`src/rtl/rv32_fetch_unit.sv`:
```
// RV32 fetch front end: owns the PC, issues imem reads and buffers {pc, instr} pairs for decode.
// Optional FETCH_HALT_ON_ZERO_EN: a returned zero word stops fetching until a redirect or reset.
module rv32_fetch_unit #(
    parameter logic [31:0] RESET_PC  = 32'h0000_0000,
    parameter int          BUF_DEPTH = 2
) (
    input  logic        clk_i,
    input  logic        rst,
    output logic [31:0] instr_addr_o,
    output logic        instr_req_o,
    input  logic [31:0] instr_data_i,
    input  logic        redirect_i,
    input  logic [31:0] redirect_pc_i,
    output logic        f_valid_o,
    input  logic        f_ready_i,
    output logic [31:0] f_instr_o,
    output logic [31:0] f_pc_o,
    output logic        fault_o,
    output logic        halt_o
);
    localparam int PW = (BUF_DEPTH > 1) ? $clog2(BUF_DEPTH) : 1;
    localparam int CW = PW + 2;
    localparam logic [CW-1:0] DEPTH_C = CW'(BUF_DEPTH);

    logic [31:0]   pc_q, pc_d, pc_prev_q;
    logic          live_q, inflight_q, fault_q, halt_q;
    logic [CW-1:0] count_q, count_d, occ;
    logic [PW-1:0] rd_ptr_q, wr_ptr_q;
    logic [31:0]   buf_instr_q [BUF_DEPTH];
    logic [31:0]   buf_pc_q    [BUF_DEPTH];
    logic          word_ok, push, pop;

    assign f_valid_o    = rst & ~redirect_i & (count_q != '0);
    assign pop          = f_valid_o & f_ready_i;
    assign push         = inflight_q & word_ok;
    // Occupancy counts the word already in flight so its slot is always reserved.
    assign occ          = count_q + CW'(inflight_q) - CW'(pop);
    assign instr_req_o  = rst & live_q & ~redirect_i & ~halt_q & (occ < DEPTH_C);
    assign instr_addr_o = pc_q;
    assign pc_d         = pc_q + 32'd4;
    assign count_d      = count_q + CW'(push) - CW'(pop);
    assign f_instr_o    = buf_instr_q[rd_ptr_q];
    assign f_pc_o       = buf_pc_q[rd_ptr_q];
    assign fault_o      = rst & fault_q;
    assign halt_o       = rst & halt_q;

    always_ff @(posedge clk_i) begin
        if (!rst) begin
            pc_q       <= RESET_PC;
            pc_prev_q  <= RESET_PC;
            live_q     <= 1'b0;
            inflight_q <= 1'b0;
            fault_q    <= 1'b0;
            count_q    <= '0;
            rd_ptr_q   <= '0;
            wr_ptr_q   <= '0;
            for (int i = 0; i < BUF_DEPTH; i++) begin
                buf_instr_q[i] <= '0;
                buf_pc_q[i]    <= '0;
            end
        end else begin
            live_q <= 1'b1;
            if (redirect_i) begin
                pc_q       <= {redirect_pc_i[31:2], 2'b00};
                inflight_q <= 1'b0;
                fault_q    <= |redirect_pc_i[1:0];
                count_q    <= '0;
                rd_ptr_q   <= '0;
                wr_ptr_q   <= '0;
            end else begin
                fault_q    <= 1'b0;
                inflight_q <= instr_req_o;
                count_q    <= count_d;
                if (instr_req_o) begin
                    pc_q      <= pc_d;
                    pc_prev_q <= pc_q;
                end
                if (push) begin
                    buf_instr_q[wr_ptr_q] <= instr_data_i;
                    buf_pc_q[wr_ptr_q]    <= pc_prev_q;
                    wr_ptr_q              <= wr_ptr_q + 1'b1;
                end
                if (pop) begin
                    rd_ptr_q <= rd_ptr_q + 1'b1;
                end
            end
        end
    end

`ifdef FETCH_HALT_ON_ZERO_EN
    // Once halted, late responses (request issued the cycle the zero arrived) are dropped.
    assign word_ok = ~halt_q & (instr_data_i != 32'h0);

    always_ff @(posedge clk_i) begin
        if (!rst || redirect_i) begin
            halt_q <= 1'b0;
        end else if (inflight_q && !halt_q && instr_data_i == 32'h0) begin
            halt_q <= 1'b1;
        end
    end
`else
    assign word_ok = 1'b1;
    assign halt_q  = 1'b0;
`endif

endmodule
```
`config.mk`:
```
export PLATFORM = sky130hd
export DESIGN_NAME = rv32_fetch_unit
export DESIGN_NICKNAME = d
export VERILOG_FILES = /design/src/rtl/rv32_fetch_unit.sv
export SDC_FILE = /design/constraint.sdc
export NUM_CORES = 1
export LEC_CHECK = 0
export BUFFER_PORTS_ARGS = -buffer_cell sky130_fd_sc_hd__buf_2
export CORE_AREA = 2 2 133 135
export DETAILED_ROUTE_END_ITERATION = 10
export DIE_AREA = 0 0 135 137
export GPL_ROUTABILITY_DRIVEN = 0
export PLACE_DENSITY = 0.86
export SYNTH_ARGS = -nofsm -noshare
export SYNTH_HDL_FRONTEND = slang
export SYNTH_SLANG_ARGS = --single-unit
```
`constraint.sdc`:
```
create_clock -name clk_i -period 3.5 [get_ports clk_i]
set_input_delay 0.35 -clock clk_i [delete_from_list [all_inputs] [get_ports clk_i]]
set_output_delay 0.35 -clock clk_i [all_outputs]
set_load 0.005 [all_outputs]
```
Word level (Yosys, flattened, before mapping):

Memories as Yosys holds them, arrays and structs flattened. A register that Yosys moved wholly into a read port is not among the register bits.
Index checks and enable logic that the tools add are counted.
W data, S select, Z words.

* register bits: 72
* latch bits: 0
* memory bits (writable): 128
* ROM bits: 0
* input bits: 68
* output and inout port bits: 100
* word-level logic and storage cells: 52
* memories: 2

* add/subtract/negate cells: 5
* $mul: 0
* divide/modulo/power cells: 0
* order comparisons: 1
* eq/ne operators: 0
* shifts and indexed selects: 0
* muxes and demuxes: 18
* bitwise logic cells: 9
* reductions and logical operators: 8

Memories
* buf_instr_q: words 2, bits a word 32, rd ports 1, clocked after memory_dff 1, write ports 2, line 29 `logic [31:0] buf_instr_q [BUF_DEPTH];`
* buf_pc_q: words 2, bits a word 32, rd ports 1, clocked after memory_dff 1, write ports 2, line 30 `logic [31:0] buf_pc_q [BUF_DEPTH];`

Operators with widths (number)
* $mux W32: 4
* $reduce_or A32 Y1: 2
* $add A32 B3 Y32 const B: 1
* $mux W1: 14
* $and A1 B1 Y1: 7
* $reduce_and A2 Y1: 2
* $reduce_or A2 Y1: 2
* $add A3 B1 Y3: 1
* $lt A3 B2 Y1 const B: 1
* $reduce_bool A3 Y1: 1
* $sub A3 B1 Y3: 1
* $add A1 B1 Y1 const B: 2
* $not A1 Y1: 2
* $reduce_bool A2 Y1: 1

Logic depth before layout (Yosys ltp):

* word-level depth: 9
* mapped depth: 17
* mapped depth without buffers: 14

Worst setup path before layout:

OpenSTA, ideal clock, no wires.

* path kind: input port to flip-flop
* start: input rst
* end: register pc_q[17] (netlist: instr_addr_o[17])
* setup time: 70 ps
* arrival: 3583 ps
* data required time: 3430 ps
* setup slack: -154 ps
* cell stages on the path: 16
* path buffers: 3
* cell sequence: clkbuf_1 > nand2b_1 > clkbuf_1 > nor2_1 > and2_1 > ha_1 > inv_1 > ha_1 > inv_1 > fa_1 > xor3_1 > or4_1 > buf_2 > nor4_1 > mux2_2 > a21oi_1

* word-level cells in the longest chain between the ends: 7
* elaborated cells between the ends (all ways): 9
* classes of those cells: add/sub: 1; order compare: 1; bitwise: 6; reduce/logical: 1

RTL lines
* from (decl): line 8 `input logic rst,`
* $and A1 B1 Y1 (2 in series): line 33 `assign f_valid_o = rst & ~redirect_i & (count_q != '0);`
* via f_valid_o: line 14 `output logic f_valid_o,`
* $and A1 B1 Y1: line 34 `assign pop = f_valid_o & f_ready_i;`
* via pop: line 31 `logic word_ok, push, pop;`
* $sub A3 B1 Y3: line 37 `assign occ = count_q + CW'(inflight_q) - CW'(pop);`
* $lt A3 B2 Y1: line 38 `assign instr_req_o = rst & live_q & ~redirect_i & ~halt_q & (occ < DEPTH_C);`
* $and A1 B1 Y1: line 38
* $reduce_bool A2 Y1 (no source line)
* to (signal assigned): line 64 `pc_q <= {redirect_pc_i[31:2], 2'b00};`
* to (signal assigned): line 75 `pc_q <= pc_d;`
* to (decl): line 25 `logic [31:0] pc_q, pc_d, pc_prev_q;`

The timed path passes the listed nets, and every way through them passes these cells.
A chain may end at the register's enable or synchronous reset.

Worst setup path in the final report:

* start: register count_q[1]
* end: register pc_q[17] (netlist: instr_addr_o[17])

* word-level cells in the longest chain between the ends: 7
* elaborated cells between the ends (all ways): 8
* classes of those cells: add/sub: 2; order compare: 1; bitwise: 3; reduce/logical: 2

RTL lines
* from (decl): line 27 `logic [CW-1:0] count_q, count_d, occ;`
* from (signal assigned): line 73 `count_q <= count_d;`
* $reduce_bool A3 Y1: line 33
* $and A1 B1 Y1: line 33
* $and A1 B1 Y1: line 34
* via pop: line 31
* $sub A3 B1 Y3: line 37
* $lt A3 B2 Y1: line 38
* $and A1 B1 Y1: line 38
* $reduce_bool A2 Y1 (no source line)

The timed path passes the listed nets, and every way through them passes these cells.

==> run_results.csv <==
group,metric,value,unit
run_status,outcome,"finished clean",
setup_path,worstPathArrival,3.68,ns
timing,slew_headroom,0.311,
die,design.core.area,17100,um2
hold_path,min_path_type,"in -> reg",
setup_path,crit_slowest_cell,"or4_4",
power,peakVddDrop,0.364,mV
detailed_routing,routed_via_density,5.22,
run,max-cap-violations,0,
synth,ys_seq_area_frac,0.609,
die,io_pins,168,
global_route,gr-total-overflow,0,
finish,diodes,0,
global_route,grt_pass1_wl,27.8,mm
setup_path,crit_type,"reg -> reg",
die,start_util,0.491,
setup_path,worst_ep_required_time,3.86,ns
finish,num-fill-cells,1412,
synth,synth_cells,712,
finish,instances_no_fill,1106,
clock_network,cts_tree,"built",
finish,fin_util,0.592,
timing,finalHoldViolCount,0,
finish,finalNetCount,940,
die,std_cell_rows,48,
setup_path,critPathCaptureType,"flop",
clock_network,cts_hold_buffers,0,
global_route,grt.total_usage,0.195,
setup_path,start_kind,"flop",
clock_network,clk-insertion-delay-late,0.43,ns
synth,synth_area,8380,um2
timing,slew_violations,0,
timing,fin_crit_sh,0.949,
synth,ys.warnings.count,0,
placed_design,post_dp_cell_area,9470,um2
synth,synth_seq_cells,193,
setup_path,crit_path_max_incr_delay,0.61,ns
setup_path,crit_path_start,"count_q[1]$_SDFF_PP0_",
detailed_routing,wl,18.0,mm
die,dieArea,18500,um2
global_route,grt_max_degree,63,
hold_path,holdCritStartpoint,"redirect_pc_i[2]",
timing,fmax,301,MHz
placed_design,dp.cells,1074,
detailed_routing,drc_errors,0,
power,total_power,4.83,mW
setup_path,r2r-start,"count_q[1]$_SDFF_PP0_",
synth,avgSynthCellArea,11.8,um2
timing,fin_skew,0.0117,ns
clock_network,ctsRootBufferMaster,"clkbuf_16",
clock_network,cts_setup_buffers,0,
timing,setup_viol,0,
detailed_routing,drt_iter0_markers,470,
finish,syn_to_final_growth,20.5,%
synth,synth_cell_types,41,
placed_design,post-dp-hpwl,11.6,mm
setup_path,crit_chain,"nor3_2 -> nor2_2 -> and2_4 -> ha_1 -> inv_1 -> ha_1 -> inv_1 -> fa_1 -> xor3_1 -> or4_4 -> nor4_4 -> mux2_2 -> a21oi_1",
detailed_routing,post_drt_wl_per_cell,16.3,um
placed_design,io_buffers,162,
clock_network,clock_sinks,193,
global_route,grt_pass1_vias,5675,
die,fp.dieH,137,um
clock_network,cts.path.max_buffers,2,
timing,worstMarginPinSlew,1.03,ns
global_route,antenna_found_initial,0,
setup_path,crit_fanout,6,
detailed_routing,drt.antenna.violating_nets,0,
die,fp.dieW,135,um
finish,drive_gt1_frac,0.330,
finish,final_area,10100,um2
timing,period_minus_slack,3.32,ns
clock_network,cts.clk_slew.worst_paths,0.07,ns
detailed_routing,vias,5777,
clock_network,cts_buffers,17,
power,p_leak,4.04,nW
clock_network,cts-htree-levels,4,
power,p_per_area,478,nW/um2
timing,fin_tns_setup,0,ns
timing,rsz0062_at_grt,"false",
synth,synth_area_leaders,"edfxtp_1, dfxtp_1, and2_1",
detailed_routing,firstDrtPassIters,5,
synth,netlist.area_leader.share,0.444,
synth,synth_area_leader_cell,"edfxtp_1",
timing repair:
item                                    CTS  global route
endpoints found under the hold margin     0             0
gates resized for setup                   0             5
endpoints found under the setup margin    0            12
per-stage QoR:
stage          setup WS [ns]  hold WS [ns]
6_report               0.177         0.157
5_1_grt               0.0329         0.154
3_3_place_gp          0.0485         0.447
4_1_cts               0.0359         0.139
2_1_floorplan         0.0108         0.378
3_5_place_dp         -0.0632         0.454
layout by cell type, fill, tap and decap left out, types with 15 or more instances in the layout:
cell type / n
mux2_2: 63
dfxtp_1: 68
nand2_1: 80
o21ai_0: 26
edfxtp_1: 124
buf_2: 162
a21oi_1: 46
and2_1: 128
buf_4: 17
xnor2_1: 15
clkbuf_16: 21
state kept, by name, indices dropped and copies added, names as in the netlist, named ones only:
signal	cells
instr_addr_o	30
buf_pc_q	60
inflight_q	1
rd_ptr_q	1
pc_prev_q	30
live_q	1
fault_q	1
count_q	3
buf_instr_q	64
wr_ptr_q	1
per-layer routing:
layer / global-route usage / vias to the layer above / part of all wire
li1: - / 2792 / -
met2: 0.338 / 186 / 0.50
met4: 0.0758 / 0 / 0.017
met3: 0.0389 / 26 / 0.055
met1: 0.239 / 2773 / 0.42
met5: 0 / - / 0
Yosys cell counts, drive strengths merged:
library cell / n
a211oi: 1
a21oi: 46
a311oi: 2
a31oi: 5
and2: 129
and3: 4
and4: 3
buf: 10
clkbuf: 37
conb: 1
dfxtp: 69
edfxtp: 124
fa: 1
ha: 3
inv: 12
mux2: 63
mux2i: 2
nand2: 80
nand2b: 3
nand3: 9
nand4: 10
nand4b: 1
nor2: 15
nor2b: 1
nor3: 8
nor4: 6
o21a: 1
o21ai: 26
o21ba: 3
o311ai: 1
o31ai: 1
or3: 9
or4: 3
xnor2: 15
xor2: 7
xor3: 1
power breakdown:
| group | internal (mW) | switching (mW) |
|---|---|---|
| combinational | 0.135 | 0.160 |
| sequential | 2.51 | 0.0626 |
| clock | 1.13 | 0.842 |
| total | 3.77 | 1.06 |
layout make-up:
| cell class | count | area [um2] | area share |
|---|---|---|---|
| timing repair buffer | 180 | 958 | 0.0949 |
| inverter | 12 | 45.0 | 0.00446 |
| multi-input combinational | 464 | 3100 | 0.307 |
| clock buffer | 24 | 557 | 0.0551 |
| tap | 225 | 282 | 0.0279 |
| sequential | 193 | 5110 | 0.505 |
| clock inverter | 8 | 57.6 | 0.00570 |
critical path, delay by kind of cell (launching register included):
family | cells | cell delay, ns
AND/OR/NAND/NOR | 5 | 1.32
adder cells (fa/ha/maj) | 3 | 0.75
multiplexers | 1 | 0.37
flip-flops | 1 | 0.36
XOR/XNOR | 1 | 0.22
AO/OA/AOI/OAI | 1 | 0.13
buffers and inverters | 2 | 0.10
logic make-up (layout without fill, tap and decap cells):
kind of cell,after synthesis,in the layout,share of synthesized area
flops,193,193,0.609
simple gates,281,281,0.185
compound gates,86,86,0.0561
xor+xnor,23,23,0.0258
buf+inv,59,224,0.0297
other cells,1,5,0.000447
mux,65,65,0.0870
fa+ha+maj,4,4,0.00687
final timing paths:
path,to,slack (ns),cells past startpoint
max,instr_addr_o[17]$_SDFFE_PN0P_,0.18,13
max reg2reg,instr_addr_o[17]$_SDFFE_PN0P_,0.18,13
min,instr_addr_o[2]$_SDFFE_PN0P_,0.16,3
min reg2reg,pc_prev_q[19]$_SDFFE_PN0P_,0.46,2
(Power assumes the default switching activity.)
